`src/rtl/scheduler_pkg.sv`:
```
// Shared types and default sizing for the timer scheduler.
package scheduler_pkg;

  typedef enum logic [1:0] {
    IDLE = 2'd0,
    LOAD = 2'd1,
    RUN  = 2'd2,
    DONE = 2'd3
  } state_e;

  localparam int unsigned NREQ_DEF      = 4;
  localparam int unsigned COUNTSIZE_DEF = 10000;

endpackage

```
`src/rtl/flexcounter_if.sv`:
```
// Control/status bundle between the scheduler and its shared counter.
interface flexcounter_if #(
  parameter int unsigned COUNTSIZE = 10000
);
  localparam int unsigned W = $clog2(COUNTSIZE);

  logic         enableCounter;
  logic [W-1:0] maxCount;
  logic         strobe;

  modport counter (input enableCounter, input maxCount, output strobe);
  modport ctrl    (output enableCounter, output maxCount, input strobe);
endinterface

```
`src/rtl/flexcounter.sv`:
```
// Free-running counter: cleared while disabled, pulses strobe each time it
// completes maxCount enabled cycles.
module flexcounter #(
  parameter int unsigned COUNTSIZE = 10000
) (
  input logic             clk,
  input logic             nRST,
  flexcounter_if.counter  cif
);
  localparam int unsigned W = $clog2(COUNTSIZE);

  logic [W-1:0] cnt_q;
  logic         strobe_q;

  always_ff @(posedge clk or posedge nRST) begin
    if (nRST) begin
      cnt_q    <= '0;
      strobe_q <= 1'b0;
    end else if (!cif.enableCounter) begin
      cnt_q    <= '0;
      strobe_q <= 1'b0;
    end else if ((cnt_q + W'(1)) == cif.maxCount) begin
      cnt_q    <= '0;
      strobe_q <= 1'b1;
    end else begin
      cnt_q    <= cnt_q + W'(1);
      strobe_q <= 1'b0;
    end
  end

  assign cif.strobe = strobe_q;

endmodule

```
`src/rtl/timer_scheduler.sv`:
```
// Round-robin scheduler sharing one flexcounter among NREQ timer requesters.
module timer_scheduler
  import scheduler_pkg::*;
#(
  parameter int unsigned NREQ       = NREQ_DEF,
  parameter int unsigned COUNTSIZE  = COUNTSIZE_DEF,
  parameter int unsigned COUNTWIDTH = $clog2(COUNTSIZE)
) (
  input  logic                                clk,
  input  logic                                nRST,
  input  logic [NREQ-1:0]                     req,
  input  logic [NREQ-1:0][COUNTWIDTH-1:0]     req_count,
  output logic [NREQ-1:0]                     done,
  output logic                                busy,
  output logic [$clog2(NREQ)-1:0]             grant_id,
  output logic                                grant_valid
);
  localparam int unsigned IDW  = $clog2(NREQ);
  localparam int unsigned CIFW = $clog2(COUNTSIZE);

  state_e                state_q;
  logic [IDW-1:0]        grant_q;
  logic [IDW-1:0]        last_q;
  logic [COUNTWIDTH-1:0] count_q;
  logic [NREQ-1:0]       done_q;
  logic                  act_q;

  logic [IDW-1:0]        win_c;
  logic [IDW-1:0]        idx_c;
  logic                  any_c;

  flexcounter_if #(.COUNTSIZE(COUNTSIZE)) cnt_if ();

  flexcounter #(.COUNTSIZE(COUNTSIZE)) u_cnt (
    .clk  (clk),
    .nRST (nRST),
    .cif  (cnt_if.counter)
  );

  assign cnt_if.enableCounter = (state_q == RUN);
  assign cnt_if.maxCount      = CIFW'(count_q);

  // First pending requester after the last owner, wrapping at NREQ.
  always_comb begin
    win_c = '0;
    idx_c = '0;
    any_c = 1'b0;
    for (int unsigned k = 1; k <= NREQ; k++) begin
      idx_c = IDW'((32'(last_q) + k) % NREQ);
      if (!any_c && req[idx_c]) begin
        any_c = 1'b1;
        win_c = idx_c;
      end
    end
  end

  // Owner dropping req in LOAD/RUN aborts and takes priority over strobe.
  always_ff @(posedge clk or posedge nRST) begin
    if (nRST) begin
      state_q <= IDLE;
      grant_q <= '0;
      last_q  <= IDW'(NREQ - 1);
      count_q <= '0;
      done_q  <= '0;
      act_q   <= 1'b0;
    end else begin
      done_q <= '0;
      case (state_q)
        IDLE: begin
          if (any_c) begin
            grant_q <= win_c;
            count_q <= req_count[win_c];
            act_q   <= 1'b1;
            if (req_count[win_c] != '0) begin
              state_q <= LOAD;
            end else begin
              state_q <= DONE;
              done_q  <= NREQ'(1) << win_c;
            end
          end
        end
        LOAD: begin
          if (!req[grant_q]) begin
            state_q <= IDLE;
            last_q  <= grant_q;
            act_q   <= 1'b0;
          end else begin
            state_q <= RUN;
          end
        end
        RUN: begin
          if (!req[grant_q]) begin
            state_q <= IDLE;
            last_q  <= grant_q;
            act_q   <= 1'b0;
          end else if (cnt_if.strobe) begin
            state_q <= DONE;
            done_q  <= NREQ'(1) << grant_q;
          end
        end
        DONE: begin
          state_q <= IDLE;
          last_q  <= grant_q;
          act_q   <= 1'b0;
        end
        default: state_q <= IDLE;
      endcase
    end
  end

  assign done        = done_q;
  assign busy        = act_q;
  assign grant_valid = act_q;
  assign grant_id    = grant_q;

endmodule

```
`config.mk`:
```
export PLATFORM = sky130hd
export DESIGN_NAME = timer_scheduler
export DESIGN_NICKNAME = d
export VERILOG_FILES = /design/src/rtl/scheduler_pkg.sv /design/src/rtl/flexcounter_if.sv /design/src/rtl/flexcounter.sv /design/src/rtl/timer_scheduler.sv
export SDC_FILE = /design/constraint.sdc
export NUM_CORES = 1
export LEC_CHECK = 0
export CAP_MARGIN = 20
export CELL_PAD_IN_SITES_DETAIL_PLACEMENT = 1
export CELL_PAD_IN_SITES_GLOBAL_PLACEMENT = 1
export CORE_MARGIN = 2
export CORE_UTILIZATION = 40
export CTS_CLUSTER_DIAMETER = 100
export DETAILED_ROUTE_END_ITERATION = 12
export PLACE_DENSITY_LB_ADDON = 0.1
export SYNTH_ARGS = -nofsm -noshare
export SYNTH_HDL_FRONTEND = slang
export SYNTH_SLANG_ARGS = --single-unit
```
`constraint.sdc`:
```
create_clock -name clk -period 6.65 [get_ports clk]
set_input_delay 1.6625 -clock clk [delete_from_list [all_inputs] [get_ports clk]]
set_output_delay 1.6625 -clock clk [all_outputs]
set_load 0.005 [all_outputs]
```
---- Word level (Yosys, flattened, before mapping) ----
Index checks and enable logic that the tools add are counted.
W data, S select, Z words.
storage, ports and cells
  register bits after elaboration ......... 40
  input port bits ......................... 62
  output and inout bits ................... 8
  word-level logic and storage cells ...... 82
cells by class
  $add $sub $neg .......................... 5
  magnitude comparators ................... 6
  eq/ne operators ......................... 7
  shifts and indexed selects .............. 2
  multiplexer cells ....................... 40
  reduce and logical (&&, ||, !) cells .... 14
operator list
  operator                 number
  $mux W14                 3
  $bmux W14 S2             1
  $mux W2                  10
  $lt A2 B3 Y1 const B     6
  $mux W4                  4
  $add A14 B1 Y14 const B  1
  $eq A14 B14 Y1           1
  $reduce_bool A14 Y1      1
  $mux W1                  13
  $bmux W1 S2              5
  $pmux W2 S4              1
  $pmux W4 S2              1
  $reduce_and A2 Y1        4
  $shl A1 B2 Y4 const A    2
  $add A2 B1 Y2 const B    2
  $add A2 B2 Y2 const B    2
  $eq A2 B2 Y1 const B     2
  $ne A2 B2 Y1 const B     2
  $pmux W2 S2              1
  $logic_and A1 B1 Y1      3
  $logic_not A1 Y1         3
  $ne A3 B3 Y1 const B     1
  $pmux W1 S3              1
  $eq A2 B1 Y1 const B     1
  other kinds (3)          3

---- Longest topological paths before layout ----
  depth in word-level cells ............... 19
  mapped depth ............................ 9
  mapped depth without buffers ............ 8

---- Cells and area by module ----
Synthesis repeated with hierarchy kept, for this count alone.
second synthesis, totals
  cells, all modules ...................... 373
  area total of the unflattened synthesis .. 3070.4 sq um
by module, submodules not included
  module           times used  cells each  area an instance (sq um)  sequential area each (sq um)
  timer_scheduler  1           229         1784.2                    628.1
  flexcounter      1           144         1286.2                    375.4

---- Worst setup path after synthesis ----
Ideal clock, no wire load.
  path kind ............................... input port to flip-flop
  start point ............................. input req[1]
  end point ............................... register done_q[0] (netlist: done[0])
  setup time .............................. 0.110 ns
  arrival ................................. 3.372 ns
  data required time ...................... 6.540 ns
  setup slack ............................. 3.168 ns
  cell stages on the path ................. 8
  buffers on the path ..................... 1
  cells stage by stage .................... a21o_1 a31oi_1 clkbuf_1 mux2i_1 mux2i_1 nor4_1 nand4_1 o41ai_1
on the way
  longest elaborated chain between the ends .. 18
  elaborated cells on any way between the ends .. 32
  classes of those cells .................. 1 x shift; 24 x mux; 7 x reduce/logical
RTL lines
  element                         line                   source
  start: declaration              timer_scheduler.sv:11  input logic [NREQ-1:0] req,
  $bmux W1 S2                     timer_scheduler.sv:50  if (!any_c && req[idx_c]) begin
  $mux W1 (implied by the code)   timer_scheduler.sv:50
  $mux W1                         timer_scheduler.sv:50
  $logic_not A1 Y1                timer_scheduler.sv:50
  $logic_and A1 B1 Y1             timer_scheduler.sv:50
  $mux W1                         timer_scheduler.sv:50
  $logic_not A1 Y1                timer_scheduler.sv:50
  $logic_and A1 B1 Y1             timer_scheduler.sv:50
  [... 2 more ...]                n/a
  $logic_and A1 B1 Y1             timer_scheduler.sv:50
  $mux W2                         timer_scheduler.sv:50
  $bmux W14 S2                    timer_scheduler.sv:74  if (req_count[win_c] != '0) begin
  $mux W14 (implied by the code)  timer_scheduler.sv:74
  $reduce_bool A14 Y1             timer_scheduler.sv:74
  $mux W4                         timer_scheduler.sv:74
  $mux W4                         timer_scheduler.sv:70  if (any_c) begin
  $pmux W4 S2 (*)                 timer_scheduler.sv:68  case (state_q)
  end signal: assignment          timer_scheduler.sv:78  done_q <= NREQ'(1) << win_c;
  end signal: assignment          timer_scheduler.sv:98  done_q <= NREQ'(1) << grant_q;
  end: declaration                timer_scheduler.sv:25  logic [NREQ-1:0] done_q;
Every way passes the cells marked *; elsewhere a longest branch is shown, timed or not. The select of a mux whose other input is x is not followed.
A chain may end at the register's enable or synchronous reset.

---- Worst setup path in the final report ----
  start point ............................. input req[3]
  end point ............................... register done_q[2] (netlist: done[2])
Same word-level chain as after synthesis.

==> run_results.csv <==
group,metric,value,unit
clocking,cts_setup_buffers,0,
worst_setup_path,path_class,"in2reg",
timing,relSlewSlack,38.9,%
clocking,cts_tree,"done",
clocking,clk_path_buf_depth,2,
hold_path,min_from,"cnt_if.maxCount[8]$_DFFE_PP0P_",
synthesis,synthSimpleGateAreaFrac,16.2,%
placed_design,io_buffer_count,69,
hold_path,whs_path_depth,1,
die,coreArea,6310,µm²
synthesis,yosys.area.top_type,"dfrtp_1",
global_routing,grt_max_degree,41,
die,initial_core_util,41.4,%
drt,vias_per_cell,5.49,
timing,finalHoldViolCount,0,
synthesis,ys_seq_elements,40,
pwr,cellLeakagePower,1.49,nW
hold_path,hold_class,"reg2reg",
drt,drtPass1Iterations,4,
worst_setup_path,reg2regPathDepth,8,
clocking,ctsResizeCount,0,
timing,rsz0062_at_grt,"false",
clocking,cts-buffers-inserted,5,
synthesis,yosysWarnings,0,
worst_setup_path,reg2reg_to,"done[2]$_DFF_PP0_",
drt,drt_drc_violations_left,0,
synthesis,synth_nets,310,
placed_design,place.gp.congestion,0.815,
cells_and_area,drive_above_1_share,10.9,%
clocking,worst_setup_hold_path_clk_slew,0.08,ns
worst_setup_path,crit_family,"compound AO/OA/AOI/OAI gates",
synthesis,synth_cells,243,
cells_and_area,final_cell_count_no_fill,389,
synthesis,synth-compound-area-share,6.23,%
worst_setup_path,worstPathRequired,6.82,ns
worst_setup_path,crit_top_cell,"mux2i_1",
clocking,clkSinkCount,40,
placed_design,placed_area,3400,µm²
timing,slew_violations,0,
clocking,insertion_delay,0.29,ns
clocking,cts_root_buffer,"clkbuf_8",
timing,fin_skew,0.00756,ns
placed_design,place_inst,381,
synthesis,synth.area.mux_share,24.6,%
cells_and_area,nets,378,
synthesis,ys_top_cells_by_area,"dfrtp_1 36%, mux2i_1 17%, mux2_2 6.9%, xor2_1 4.4%, xnor2_1 3.7%",
timing,setup_viol,0,
placed_design,dp_hpwl,5490,µm
hold_path,hold_path_end,"cnt_if.maxCount[8]$_DFFE_PP0P_",
worst_setup_path,start_kind,"input port",
worst_setup_path,cpMaxStageDelayCell,"a31oi_4",
synthesis,avgSynthCellArea,10.7,µm²
worst_setup_path,path_buf_inv,2,
synthesis,yosysUniqueCellTypes,44,
worst_setup_path,endpoint_kind,"register",
outcome,status,"completed",
worst_setup_path,crit_cells,9,
synthesis,synth_xor_xnor_area_share,8.67,%
clocking,htreeDepth,2,
worst_setup_path,crit_arrival,4.57,ns
synthesis,synth_top_family_by_area,"multiplexers",
drt,drt_wl_total,6890,µm
global_routing,first_global_vias,2303,
timing,fmax,0.227,GHz
die,chipWidth,84.8,µm
die,dieArea,7190,µm²
timing,period_minus_slack,4.40,ns
worst_setup_path,r2r_slack,3.62,ns
drt,final_antenna_net_count,0,
pwr,power_density,341,nW/µm²
global_routing,grt_remaining_overflow,0,
run,max_cap_violations,0,
clocking,cts_hold_buf,0,
synthesis,synth_area,2610,µm²
worst_setup_path,path_max_fanout,17,
die,row_count,29,
die,die-height,84.8,µm
cells_and_area,syn2layout_area_growth,35.3,%
drt,vias,2137,
drt,drt_iter0_markers,53,
synthesis,yosysTopAreaCellShare,36.4,%
global_routing,grt_pass1_wl,11700,µm
worst_setup_path,max_stage_delay,0.66,ns
drt,wl_per_cell,17.7,µm
worst_setup_path,reg2reg_from,"last_q[1]$_DFFE_PP1P_",
cells_and_area,antennaDiodeCount,0,
timing,tightest_slew,0.917,ns
die,io_pins,70,
global_routing,antenna_found_initial,0,
cells_and_area,finalInstanceArea,3530,µm²
timing,finalSetupTns,0,ns
timing,fin_crit_sh,66.2,%
synthesis,yosysSeqAreaShare,38.4,%
worst_setup_path,worstPathCellList,"clkdlybuf4s50_1, nand3b_1, a31oi_4, buf_16, mux2i_1, mux2i_1, nor4_1, nand4_1, o41ai_1",
pwr,vdd_drop_max,0.000214,V
synthesis,synth-adder-area-share,2.40,%
global_routing,grtUsageTotal,20.4,%
area by class of cell:
type	count	area, µm²
clock inverters	2	60.1
repair buffers	72	741
clock buffers	6	72.6
well taps	77	96.3
inverters	7	26.3
multi-input cells	185	1530
flip-flops and latches	40	1000
fillers	690	2780
power breakdown:
group | internal (mW) | switching (mW) | leakage [nW] | total, mW
Clock | 0.150 | 0.0847 | 0.0654 | 0.235
Combinational | 0.312 | 0.265 | 0.909 | 0.577
Sequential | 0.320 | 0.0723 | 0.511 | 0.392
placed cells by master (no fill, tap or decap), types with 2 or more instances in the layout:
cell and instances:
nor3b_1 9, nand2_1 13, nand2b_1 5, nor4_1 6, nand4_1 7, nor2_1 12, xor2_1 13, mux2i_1 44
ha_1 5, dfstp_2 2, o22a_1 2, clkbuf_8 5, bufinv_16 2, nand3_1 4, xnor2_1 11, inv_1 7
dfrtp_1 38, a21oi_1 3, clkdlybuf4s50_1 69, and2_1 5, o21ai_0 5, mux2_2 16, o41ai_1 4, and4_1 2
cells in the mapped netlist (all sizes together):
cell type,number
nand3b,1
o22a,2
ha,5
mux4,1
a31oi,2
nor3,1
inv,7
a21oi,3
o41ai,4
a21o,1
and4,3
o221ai,2
dfstp,2
dfrtp,38
nor4,7
and3,1
nand4b,1
mux2i,44
o21a,1
or3,1
a2111o,1
nor2,12
and2,5
nand4,7
xnor2,12
clkbuf,3
o21ai,5
nand3,4
buf,8
a22oi,1
nand2b,5
xor2,13
nand2,13
or4,1
mux2,16
nor2b,1
nor3b,9
registers in the layout, indices dropped and copies added (netlist names):
register and cells:
busy 1, u_cnt.cif.strobe 1, cnt_if.maxCount 14, state_q 2, last_q 2, grant_id 2, done 4, u_cnt.cnt_q 14
kinds of logic (layout without fill, tap and decap cells):
group,Yosys count,in the layout
simple gates,72,72
mux,61,61
flops,40,40
xor+xnor,25,25
compound gates,22,22
buf+inv,18,87
fa+ha+maj,5,5
metrics by stage:
stage / worst slack [ns] / utilization (%) / power, mW / hold WS [ns]
after global routing: 1.98 / 55.9 / 1.29 / 0.567
final: 2.25 / 55.9 / 1.20 / 0.538
after floorplan: 3.17 / - / 0.793 / 0.489
after global placement: 1.76 / 53.2 / 0.944 / 0.507
after CTS: 2.23 / 55.9 / 1.22 / 0.545
after detailed placement: 1.91 / 53.8 / 0.983 / 0.527
metal layers:
metal	share of wire [%]	wire length (µm)	GRT usage, %
met3	8.1	556	6.78
met5	0	0	0
met4	2.0	141	5.77
met1	46	3180	27.6
met2	44	3010	31.1
how the worst max path moves through the flow:
| stage | end | from | slack (ns) |
|---|---|---|---|
| 5_1_grt | done[0]$_DFF_PP0_ | req[3] | 1.98 |
| 2_1_floorplan | done[0]$_DFF_PP0_ | req[1] | 3.17 |
| 4_1_cts | done[2]$_DFF_PP0_ | req[3] | 2.23 |
| 6_report | done[2]$_DFF_PP0_ | req[3] | 2.25 |
| 3_3_place_gp | done[1]$_DFF_PP0_ | req[3] | 1.76 |
| 3_5_place_dp | done[2]$_DFF_PP0_ | req[3] | 1.91 |
No activity file was read; power rests on OpenSTA's default activity.
